`src/rtl/rns_error_poly_sched_pkg.sv`:
```
// Shared types and constants for the RNS error-polynomial conversion scheduler.
package rns_error_poly_sched_pkg;

  typedef enum logic [2:0] {
    ST_IDLE   = 3'd0,
    ST_LOAD   = 3'd1,
    ST_SWEEP  = 3'd2,
    ST_DRAIN  = 3'd3,
    ST_FINISH = 3'd4
  } state_e;

  localparam int unsigned DEF_BRAM_RD_LAT = 2;
  // Idle cycles after the last address so the final datapath write lands on the old bank.
  localparam int unsigned DRAIN_CYCLES    = DEF_BRAM_RD_LAT + 2;

endpackage

```
`src/rtl/rns_moduli_table.sv`:
```
// RNS moduli register file: one write port, one registered read port.
module rns_moduli_table #(
  parameter int unsigned DEPTH = 8,
  parameter int unsigned IDXW  = 3,
  parameter int unsigned DW    = 54
) (
  input  logic            i_clk,
  input  logic            i_rst_n,
  input  logic            i_wr_en,
  input  logic [IDXW-1:0] i_wr_idx,
  input  logic [DW-1:0]   i_wr_data,
  input  logic            i_rd_en,
  input  logic [IDXW-1:0] i_rd_idx,
  output logic [DW-1:0]   o_rd_data
);

  logic [DW-1:0] r_mem [DEPTH];
  logic [DW-1:0] r_rd_data;

  // Storage has no reset; contents must be rewritten after reset.
  always_ff @(posedge i_clk) begin
    if (i_wr_en) r_mem[i_wr_idx] <= i_wr_data;
  end

  always_ff @(posedge i_clk or negedge i_rst_n) begin
    if (!i_rst_n)     r_rd_data <= '0;
    else if (i_rd_en) r_rd_data <= r_mem[i_rd_idx];
  end

  assign o_rd_data = r_rd_data;

endmodule

```
`src/rtl/rns_error_poly_sched.sv`:
```
// Sequences coefficient address sweeps over every configured RNS modulus,
// holding q and the destination bank until the datapath pipeline has drained.
module rns_error_poly_sched
  import rns_error_poly_sched_pkg::*;
#(
  parameter int unsigned N           = 8192,
  parameter int unsigned LOGN        = 13,
  parameter int unsigned LOGQ        = 54,
  parameter int unsigned MAX_MODULI  = 8,
  parameter int unsigned LOGL        = 3,
  parameter int unsigned BRAM_RD_LAT = DEF_BRAM_RD_LAT
) (
  input  logic            clk,
  input  logic            rst,
  input  logic            cfg_we,
  input  logic [LOGL-1:0] cfg_idx,
  input  logic [LOGQ-1:0] cfg_q,
  input  logic            start,
  input  logic [LOGL-1:0] num_moduli_m1,
  input  logic            abort,
  output logic [LOGQ-1:0] q,
  output logic [LOGN-1:0] read_addr_DP,
  output logic            done_internal,
  output logic [LOGL-1:0] wr_bank,
  output logic            busy,
  output logic            done,
  output logic            aborted
);

  localparam int unsigned DRAIN_LEN = BRAM_RD_LAT + 2;
  localparam int unsigned DCW       = $clog2(DRAIN_LEN + 1);

  state_e          r_state, w_next;
  logic [LOGL-1:0] r_m_idx, w_m_idx_nxt;
  logic [LOGL-1:0] r_num_m1, w_num_m1_nxt;
  logic [LOGN-1:0] r_addr_cnt, w_addr_cnt_nxt;
  logic [DCW-1:0]  r_drain_cnt, w_drain_cnt_nxt;
  logic            r_abort_flag, w_abort_flag_nxt;
  logic [LOGN-1:0] r_read_addr, w_read_addr_nxt;
  logic [LOGL-1:0] r_wr_bank, w_wr_bank_nxt;
  logic            r_done_internal, r_busy, r_done, r_aborted;
  logic            w_tbl_rd_en;
  logic [LOGQ-1:0] w_tbl_q;

  rns_moduli_table #(
    .DEPTH (MAX_MODULI),
    .IDXW  (LOGL),
    .DW    (LOGQ)
  ) u_table (
    .i_clk     (clk),
    .i_rst_n   (rst),
    .i_wr_en   (cfg_we && (r_state == ST_IDLE)),
    .i_wr_idx  (cfg_idx),
    .i_wr_data (cfg_q),
    .i_rd_en   (w_tbl_rd_en),
    .i_rd_idx  (r_m_idx),
    .o_rd_data (w_tbl_q)
  );

  // Next-state and next-register values.
  always_comb begin
    w_next           = r_state;
    w_m_idx_nxt      = r_m_idx;
    w_num_m1_nxt     = r_num_m1;
    w_addr_cnt_nxt   = r_addr_cnt;
    w_drain_cnt_nxt  = r_drain_cnt;
    w_abort_flag_nxt = r_abort_flag;
    w_read_addr_nxt  = r_read_addr;
    w_wr_bank_nxt    = r_wr_bank;
    w_tbl_rd_en      = 1'b0;
    unique case (r_state)
      ST_IDLE: begin
        if (start) begin
          w_next           = ST_LOAD;
          w_num_m1_nxt     = num_moduli_m1;
          w_m_idx_nxt      = '0;
          w_abort_flag_nxt = 1'b0;
        end
      end
      ST_LOAD: begin
        w_tbl_rd_en    = 1'b1;
        w_wr_bank_nxt  = r_m_idx;
        w_addr_cnt_nxt = '0;
        if (abort) begin
          w_abort_flag_nxt = 1'b1;
          w_drain_cnt_nxt  = '0;
          w_next           = ST_DRAIN;
        end else begin
          w_next = ST_SWEEP;
        end
      end
      ST_SWEEP: begin
        w_read_addr_nxt = r_addr_cnt;
        w_addr_cnt_nxt  = r_addr_cnt + 1'b1;
        if (abort) w_abort_flag_nxt = 1'b1;
        if (abort || (r_addr_cnt == LOGN'(N - 1))) begin
          w_drain_cnt_nxt = '0;
          w_next          = ST_DRAIN;
        end
      end
      ST_DRAIN: begin
        if (abort) w_abort_flag_nxt = 1'b1;
        if (r_drain_cnt == DCW'(DRAIN_LEN - 1)) begin
          if (r_abort_flag || abort || (r_m_idx == r_num_m1)) begin
            w_next = ST_FINISH;
          end else begin
            w_m_idx_nxt = r_m_idx + 1'b1;
            w_next      = ST_LOAD;
          end
        end else begin
          w_drain_cnt_nxt = r_drain_cnt + 1'b1;
        end
      end
      ST_FINISH: w_next = ST_IDLE;
      default:   w_next = ST_IDLE;
    endcase
  end

  always_ff @(posedge clk or negedge rst) begin
    if (!rst) begin
      r_state         <= ST_IDLE;
      r_m_idx         <= '0;
      r_num_m1        <= '0;
      r_addr_cnt      <= '0;
      r_drain_cnt     <= '0;
      r_abort_flag    <= 1'b0;
      r_read_addr     <= '0;
      r_wr_bank       <= '0;
      r_done_internal <= 1'b1;
      r_busy          <= 1'b0;
      r_done          <= 1'b0;
      r_aborted       <= 1'b0;
    end else begin
      r_state         <= w_next;
      r_m_idx         <= w_m_idx_nxt;
      r_num_m1        <= w_num_m1_nxt;
      r_addr_cnt      <= w_addr_cnt_nxt;
      r_drain_cnt     <= w_drain_cnt_nxt;
      r_abort_flag    <= w_abort_flag_nxt;
      r_read_addr     <= w_read_addr_nxt;
      r_wr_bank       <= w_wr_bank_nxt;
      r_done_internal <= (w_next != ST_SWEEP);
      r_busy          <= (w_next != ST_IDLE);
      r_done          <= (w_next == ST_FINISH) && !w_abort_flag_nxt;
      r_aborted       <= (w_next == ST_FINISH) && w_abort_flag_nxt;
    end
  end

  assign q             = w_tbl_q;
  assign read_addr_DP  = r_read_addr;
  assign done_internal = r_done_internal;
  assign wr_bank       = r_wr_bank;
  assign busy          = r_busy;
  assign done          = r_done;
  assign aborted       = r_aborted;

endmodule

```
`config.mk`:
```
export PLATFORM = sky130hd
export DESIGN_NAME = rns_error_poly_sched
export DESIGN_NICKNAME = d
export VERILOG_FILES = /design/src/rtl/rns_error_poly_sched_pkg.sv /design/src/rtl/rns_moduli_table.sv /design/src/rtl/rns_error_poly_sched.sv
export SDC_FILE = /design/constraint.sdc
export NUM_CORES = 1
export LEC_CHECK = 0
export BUFFER_PORTS_ARGS = -buffer_cell sky130_fd_sc_hd__buf_2
export CAP_MARGIN = 20
export CELL_PAD_IN_SITES_DETAIL_PLACEMENT = 1
export CELL_PAD_IN_SITES_GLOBAL_PLACEMENT = 2
export CORE_MARGIN = 2
export CORE_UTILIZATION = 45
export CTS_CLUSTER_SIZE = 10
export DETAILED_ROUTE_END_ITERATION = 7
export GPL_TIMING_DRIVEN = 1
export PLACE_DENSITY_LB_ADDON = 0.1
export SLEW_MARGIN = 40
export SYNTH_ARGS = -nofsm -noshare
export SYNTH_HDL_FRONTEND = slang
export SYNTH_SLANG_ARGS = --single-unit
```
`constraint.sdc`:
```
create_clock -name clk -period 8.9 [get_ports clk]
set_input_delay 1.78 -clock clk [delete_from_list [all_inputs] [get_ports clk]]
set_output_delay 1.78 -clock clk [all_outputs]
set_load 0.05 [all_outputs]
```
### Yosys cells after proc, flatten, opt, wreduce, memory -nomap -nowiden

Memories as Yosys holds them, arrays and structs flattened. A register that Yosys moved wholly into a read port is not among the register bits.
Cells that the tools add are included.

| word-level totals | value |
|---|---|
| logic and storage cells | 68 |
| input port bits | 65 |
| output and inout port bits | 74 |
| memories | 1 |
| bits in writable memories | 432 |
| register bits | 46 |

Memory list:

| memory | words | bits a word | rd ports | clocked after Yosys merged registers in | write ports | RTL line | text |
|---|---|---|---|---|---|---|---|
| u_table.r_mem | 8 | 54 | 1 | 1 | 1 | rns_moduli_table.sv:17 | `logic [DW-1:0] r_mem [DEPTH];` |

| operators by class | value |
|---|---|
| equal/unequal tests | 14 |
| reduce and logical (&&, ||, !) cells | 17 |
| muxes and demuxes | 21 |
| add/sub/neg operators | 3 |

Operators by type and width:

| kind | count |
|---|---|
| 3-bit 2-to-1 mux | 10 |
| 13-bit one-hot mux with 2 select lines | 1 |
| 13-bit by 1-bit adder with 13-bit output (second input constant) | 1 |
| 13-bit equality test (second input constant) | 1 |
| 2-bit != test (second input constant) | 6 |
| 3-bit one-hot mux with 4 select lines | 1 |
| 3-bit by 2-bit equality test with 1-bit output (second input constant) | 3 |
| 3-bit one-hot mux with 3 select lines | 1 |
| 4-bit AND reduction | 2 |
| 3-bit by 1-bit adder with 3-bit output (second input constant) | 2 |
| 1-bit 2-to-1 mux | 6 |
| 3-bit one-hot mux with 2 select lines | 1 |
| 3-bit nonzero test | 2 |
| 2-bit nonzero test | 2 |
| 3-bit by 1-bit equality test with 1-bit output (second input constant) | 1 |
| 3-bit equality test | 1 |
| 3-bit equality test (second input constant) | 1 |
| 1-bit logical AND | 3 |
| 3-bit logical NOT | 1 |
| 1-bit logical OR | 3 |
| 3-bit by 2-bit != test with 1-bit output (second input constant) | 1 |
| 3-bit OR reduction | 1 |
| 1-bit logical NOT | 2 |
| 1-bit one-hot mux with 2 select lines | 1 |
| 2-bit AND reduction | 1 |

### Longest topological paths before layout

Gate-level depths: netlist (run 1).

| logic depth | value |
|---|---|
| depth after elaboration | 7 |
| mapped depth | 6 |
| mapped depth without buffers | 6 |

### Cells and area by module

A second synthesis (run 1) with hierarchy kept.

| unflattened totals | value |
|---|---|
| cell total of the unflattened synthesis | 1268 |
| area total of the unflattened synthesis | 20970.1 um^2 |

By module, submodules not included:

| module | times used | cells each | area an instance (um^2) |
|---|---|---|---|
| rns_moduli_table | 1 | 1059 | 18891.9 |
| rns_error_poly_sched | 1 | 209 | 2078.2 |

### Worst setup path after synthesis (run 1)

Ideal clock, no wire load.

| timing path | value |
|---|---|
| path type | input-to-reg |
| start | input cfg_idx[0] |
| end | memory u_table.r_mem[0][0] (enable) |
| data arrival time | 5.677 ns |
| stages | 2 |
| required time | 8.367 ns |
| setup slack | 2.691 ns |
| library setup time | 0.533 ns |
| cells stage by stage | nand3b_1 > nor3_1 |

RTL lines:

| item | RTL line | text |
|---|---|---|
| start, declared | rns_error_poly_sched.sv:16 | `input logic [LOGL-1:0] cfg_idx,` |
| end, declared | rns_moduli_table.sv:17 |  |

Straight into the memory's write port.

### Worst setup path in the final report (run 1)

| timing path | value |
|---|---|
| start | register r_done_internal (netlist: done_internal) |
| end | output done_internal |

RTL lines:

| item | RTL line | text |
|---|---|---|
| start, declared | rns_error_poly_sched.sv:41 | `logic r_done_internal, r_busy, r_done, r_aborted;` |
| start signal, assigned | rns_error_poly_sched.sv:142 | `r_done_internal <= (w_next != ST_SWEEP);` |
| end, declared | rns_error_poly_sched.sv:23 | `output logic done_internal,` |

No word-level cell between the ends.

==> reports/results.tsv, run 1 <==
metric	value	unit
async set or reset register ratio after synthesis	18.8	%
HPWL reported at the end of detailed placement	23.3	mm
Worst Path Max Fanout	1	
number of detailed-route iterations in the first pass	5	
most frequent cell after synthesis	edfxtp_1	
Placed Cells incl. Taps	1719	
average routed wire per standard cell	23.0	um
clock sink count	532	
FP Rows	77	
static power due to leakage	7.82	nW
clock skew after layout	0.0109	ns
CTS H-tree lvls	2	
smallest setup slack after layout	5.73	ns
Worst setup EP type	primary output	
area of the core	44200	sq um
routability congestion estimate	0.698	
Placement Setup Slack	5.38	ns
Slew @ Worst Pin	0.740	ns
clock tree from TritonCTS	yes	
proportion of layout cells with a drive suffix above 1	28.4	%
Clock Pin Slew Worst Setup and Hold Paths	0.06	ns
starting utilization of the core area	45.6	%
proportion of power drawn by flip-flops and latches	45.2	%
number of pins exceeding their max-slew limit in the final report	0	
DRC violations left	0	
DR iter-0 viols	681	
final worst-path cycle share	35.7	%
post-CTS setup buffers	0	
area of the mapped netlist	20200	sq um
total routed wirelength	42.2	mm
die height	216	um
worst hold slack after final layout	0.465	ns
required time worst endpoint	7.12	ns
Die Span X	216	um
outcome	completed	
HP Class	reg2reg	
Critical Path AT	1.39	ns
utilization after layout	52.8	%
buffer levels on the longest clock path	3	
count of final hold-check violations	0	
syn_area_per_cell	19.7	sq um
Primary FF master, synth	edfxtp_1	
startpoint of the most critical hold path	read_addr_DP[1]	
Worst setup startpoint	done_internal	
switching share of total power	30.5	%
IO buf count	138	
Net Switching	2.04	mW
clock period minus worst slack	3.17	ns
sum of negative setup slack	0	ns
number of buffer and inverter stages on the critical path	1	
Synth top area share	64.3	%
cell-internal power	4.64	mW
maximum number of pins on one net before global-route repair	71	
post-layout instance count excluding filler cells	1831	
maximum capacitance violations	0	
number of register bits inferred by synthesis	532	
overall overflow remaining after global route	0	
initial antenna violation count	1	
first-pass GRT wire length	65.4	mm
number of top-level pins	139	
Cell Chain, Critical Path	buf_2	
PostCTS Resize Cnt	0	
count of flip-flops with a built-in enable after synthesis	432	
Cell variety after synth	47	
RSZ-0062 raised after global routing	false	
share of synthesized area occupied by flip-flops and latches	76.7	%
CTS Root Buffer Type	clkbuf_16	
most frequent cells after synthesis	edfxtp_1 (432), mux4_2 (108), dfrtp_1 (99), nor2_1 (65), nand2_1 (61)	
Post-Syn Nets	1094	
Max VDD drop	159	uV
Startpoint Class	flip-flop	
CTS buffer count	60	
Die Area	46500	sq um
pwr/cell area	286	nW/um^2
via count of the routed design	9839	
cell type group with the largest total delay on the critical path	flip-flops	
final layout net count	1258	
dominant cell type by area after synthesis	edfxtp_1	
ratio of routed vias to standard cells	5.37	
post-synthesis instance total	1025	
Post-CTS Hold Buffers	0	
relative area change from synthesis to final layout	15.8	%
global-route usage over all layers	18.6	%
highest-delay cell along the critical path	dfstp_2	
Logic pwr share	21.3	%
Final ANT Viol Nets	0	
ant diodes	0	
largest cells by area after synthesis	edfxtp_1 (64%), dfrtp_1 (12%), mux4_2 (12%)	
Rel. slew slack	49.9	%
startpoint of the worst register-to-register path	r_m_idx[0]	
insertion delay to the later sink of the worst-skew pair	0.61	ns
largest stage delay on the critical path	0.53	ns
Finish-stage setup viols	0	
worst setup path class	reg2out	
count of warnings emitted by yosys	0	
Highest Clock Rate	315	MHz
via count of the first global-routing pass	10800	
share of total power in the clock network	33.4	%
-- cells in the final DEF, fill, tap and decap left out, drive strengths merged, types with 5 or more instances in the layout --
cell | synthesis | final
inv | 9 | 10
nand3 | 9 | 9
a21oi | 58 | 58
buf | 27 | 155
clkbuf | 26 | 109
dfrtp | 99 | 99
mux2i | 55 | 55
o211ai | 5 | 5
o21ai | 15 | 15
nor2 | 65 | 65
mux4 | 108 | 108
edfxtp | 432 | 432
nand2 | 61 | 61
-- power by group through the flow --
stage / clock network, mW / logic, mW / registers (mW)
final: 2.23 / 1.43 / 3.02
after global routing: 2.39 / 1.55 / 3.05
after CTS: 2.30 / 1.45 / 3.03
after detailed placement: 0 / 1.45 / 3.07
after global placement: 0 / 1.43 / 3.07
after floorplan: 0 / 0.648 / 3.50
-- logic make-up (layout without fill, tap and decap cells) --
group | Yosys count | after routing | share of synthesized area [%]
AOI/OAI and AO/OA | 96 | 96 | 2.77
xor gates and xnor gates | 3 | 3 | 0.130
adders and majority gates | 4 | 4 | 0.248
buffers and inverters | 62 | 276 | 1.49
DFF | 532 | 532 | 76.7
muxes | 167 | 167 | 15.0
and+or+nand+nor | 161 | 161 | 3.64
-- routing by layer --
layer | part of all wire [%] | up-vias | routed length, um | track usage, %
met2 | 49 | 186 | 20500 | 29.8
met1 | 46 | 5194 | 19300 | 26.6
met5 | 0.028 | - | 12 | 0
met3 | 4.0 | 50 | 1680 | 3.11
met4 | 1.6 | 2 | 685 | 4.92
li1 | - | 4407 | - | -
-- metrics by stage --
step | instance area (sq um) | total power, mW
CTS | 23400 | 6.78
floorplan | 20200 | 4.15
finish | 23400 | 6.68
detailed placement | 21600 | 4.52
global route | 23400 | 6.98
global placement | 21500 | 4.50
-- path summary, 6_finish.rpt --
kind / slack, ns / end / depth (start not counted)
max: 5.73 / done_internal / 1
min: 0.47 / read_addr_DP[1] / 2
max reg2reg: 6.23 / r_m_idx[1] / 5
min reg2reg: 0.47 / read_addr_DP[1] / 2
max in group asynchronous: 6.81 / u_table.o_rd_data[35] / 2
min in group asynchronous: 1.11 / read_addr_DP[2] / 1
-- area by class of cell --
cell class | count | area, sq um
Inverter | 9 | 33.8
Fill cell | 4042 | 20900
Multi-Input combinational cell | 431 | 4460
Clock buffer | 109 | 1710
Tap cell | 592 | 741
Clock inverter | 3 | 55.1
Timing Repair Buffer | 155 | 878
Sequential cell | 532 | 15500
-- registers in the layout, summed over array words and instances (netlist names) --
register,count
r_state,3
wr_bank,3
done,1
u_table.r_mem,432
r_num_m1,3
done_internal,1
r_addr_cnt,13
r_m_idx,3
r_abort_flag,1
read_addr_DP,13
busy,1
u_table.o_rd_data,54
aborted,1
r_drain_cnt,3
Power figures use the tool's default switching activity.
==> run 2, diff against run 1 <==
Clock period 8.9 ns to 3.2 ns, I/O delays scaled along.
==> run 2 against run 1 <==
Cell count grew 0.66%. Wire length increased by 0.41%. Clock-buffer cell count fell by 2. Sequential share of layout area shrank 0.59 points. Largest power group unchanged.
==> reports/results.tsv, run 2 (synthesized netlist as in run 1, its figures left out) <==
metric	value	unit
required time worst endpoint	3.43	ns
Die Span X	216	um
Highest Clock Rate	406	MHz
HP Class	in2async	
post-CTS setup buffers	0	
proportion of layout cells with a drive suffix above 1	29.4	%
maximum number of pins on one net before global-route repair	111	
Placement Setup Slack	0.742	ns
initial antenna violation count	3	
met3 WL	1.63	mm
count of final hold-check violations	0	
multi-input logic area	4480	sq um
Filler cells	4009	
ratio of routed vias to standard cells	5.35	
CTS buffer count	60	
insertion delay to the later sink of the worst-skew pair	0.60	ns
most frequent cells in the layout	edfxtp_1 (432), buf_2 (137), mux4_2 (108)	
Die Area	46500	sq um
Critical Path AT	2.70	ns
Finish-stage setup viols	0	
number of pins exceeding their max-slew limit in the final report	0	
largest register by flop count	u_table.r_mem	
Slew @ Worst Pin	0.765	ns
routability congestion estimate	0.690	
number of top-level pins	139	
top metal layer carrying routed signals	met5	
Post-CTS Hold Buffers	0	
maximum capacitance violations	0	
Rel. slew slack	48.7	%
smallest setup slack after layout	0.737	ns
global-route usage over all layers	18.9	%
sum of negative setup slack	0	ns
clock tree from TritonCTS	yes	
Worst Path Max Fanout	33	
max reg flops	432	
Final ANT Viol Nets	0	
worst setup path class	reg2reg	
Max VDD drop	525	uV
starting utilization of the core area	45.6	%
clock skew after layout	0.0124	ns
Placed Cells incl. Taps	1733	
HPWL reported at the end of detailed placement	24.3	mm
Worst setup EP type	flip-flop	
average routed wire per standard cell	23.0	um
area of the core	44200	sq um
pwr/cell area	790	nW/um^2
static power due to leakage	7.92	nW
Startpoint Class	flip-flop	
via count of the first global-routing pass	10900	
CTS H-tree lvls	2	
clock period minus worst slack	2.46	ns
total routed wirelength	42.4	mm
Clock Pin Slew Worst Setup and Hold Paths	0.06	ns
clock sink count	532	
overall overflow remaining after global route	0	
DRC violations left	0	
IO buf count	138	
CTS Root Buffer Type	clkbuf_16	
via count of the routed design	9855	
die height	216	um
post-layout instance count excluding filler cells	1843	
Total Power Consumption	18.6	mW
relative area change from synthesis to final layout	16.9	%
most common library cell in the layout ignoring fill and taps	edfxtp_1	
DR iter-0 viols	549	
number of detailed-route iterations in the first pass	5	
sum of met2 wire segment lengths after detailed routing	20.8	mm
length of routed wiring on met1	19.2	mm
FP Rows	77	
RSZ-0062 raised after global routing	false	
buffer levels on the longest clock path	3	
PostCTS Resize Cnt	0	
first-pass GRT wire length	66.2	mm
area taken by flip-flops and latches	15500	sq um
final layout net count	1272	
outcome	completed	
final worst-path cycle share	77.0	%
run 2: cell type report:
class / instances / area share [%]
Sequential cell: 532 / 65.7
Multi-Input combinational cell: 431 / 19.0
Clock buffer: 107 / 7.34
Timing Repair Buffer: 169 / 4.56
Tap cell: 592 / 3.14
Inverter: 9 / 0.143
Clock inverter: 2 / 0.122
Antenna cell: 1 / 0.0106
run 2: per-layer routing:
layer	vias to the layer above	track usage (%)
met5	-	0
met4	4	5.33
met3	54	3.11
met2	169	30.9
met1	5200	26.4
li1	4428	-
run 2: stage by stage:
stage / cell area, sq um / util [%] / hold slack (ns)
2_1_floorplan: 20200 / - / 0.344
6_report: 23600 / 53.3 / 0.0671
4_1_cts: 23600 / 53.3 / 0.0725
3_3_place_gp: 21800 / 49.3 / 0.455
5_1_grt: 23600 / 53.3 / 0.101
3_5_place_dp: 21800 / 49.3 / 0.462
run 2: worst max-delay path: stages, from the launching register on:
cell and delay, ns:
dfrtp_1 0.50, nor3_1 0.48, nand3b_1 0.41, nor2_4 0.19, buf_4 0.49
run 2: path summary, 6_finish.rpt:
path	start	to	slack (ns)	cells past startpoint
hold reg to reg	read_addr_DP[5]	read_addr_DP[5]	0.47	2
setup / recovery	r_state[1]	u_table.r_mem[2][40]	0.74	4
setup reg to reg	r_state[1]	u_table.r_mem[2][40]	0.74	4
max in group asynchronous	rst	u_table.o_rd_data[44]	2.30	2
hold / removal	rst	busy	0.07	1
min in group clk	num_moduli_m1[2]	r_num_m1[2]	0.28	2
run 2: where the power goes:
part	internal (mW)	leakage, nW	switching (mW)
sequential	8.03	5.08	0.381
clock	3.61	0.838	2.57
combinational	1.29	2.00	2.74
total	12.9	7.92	5.69
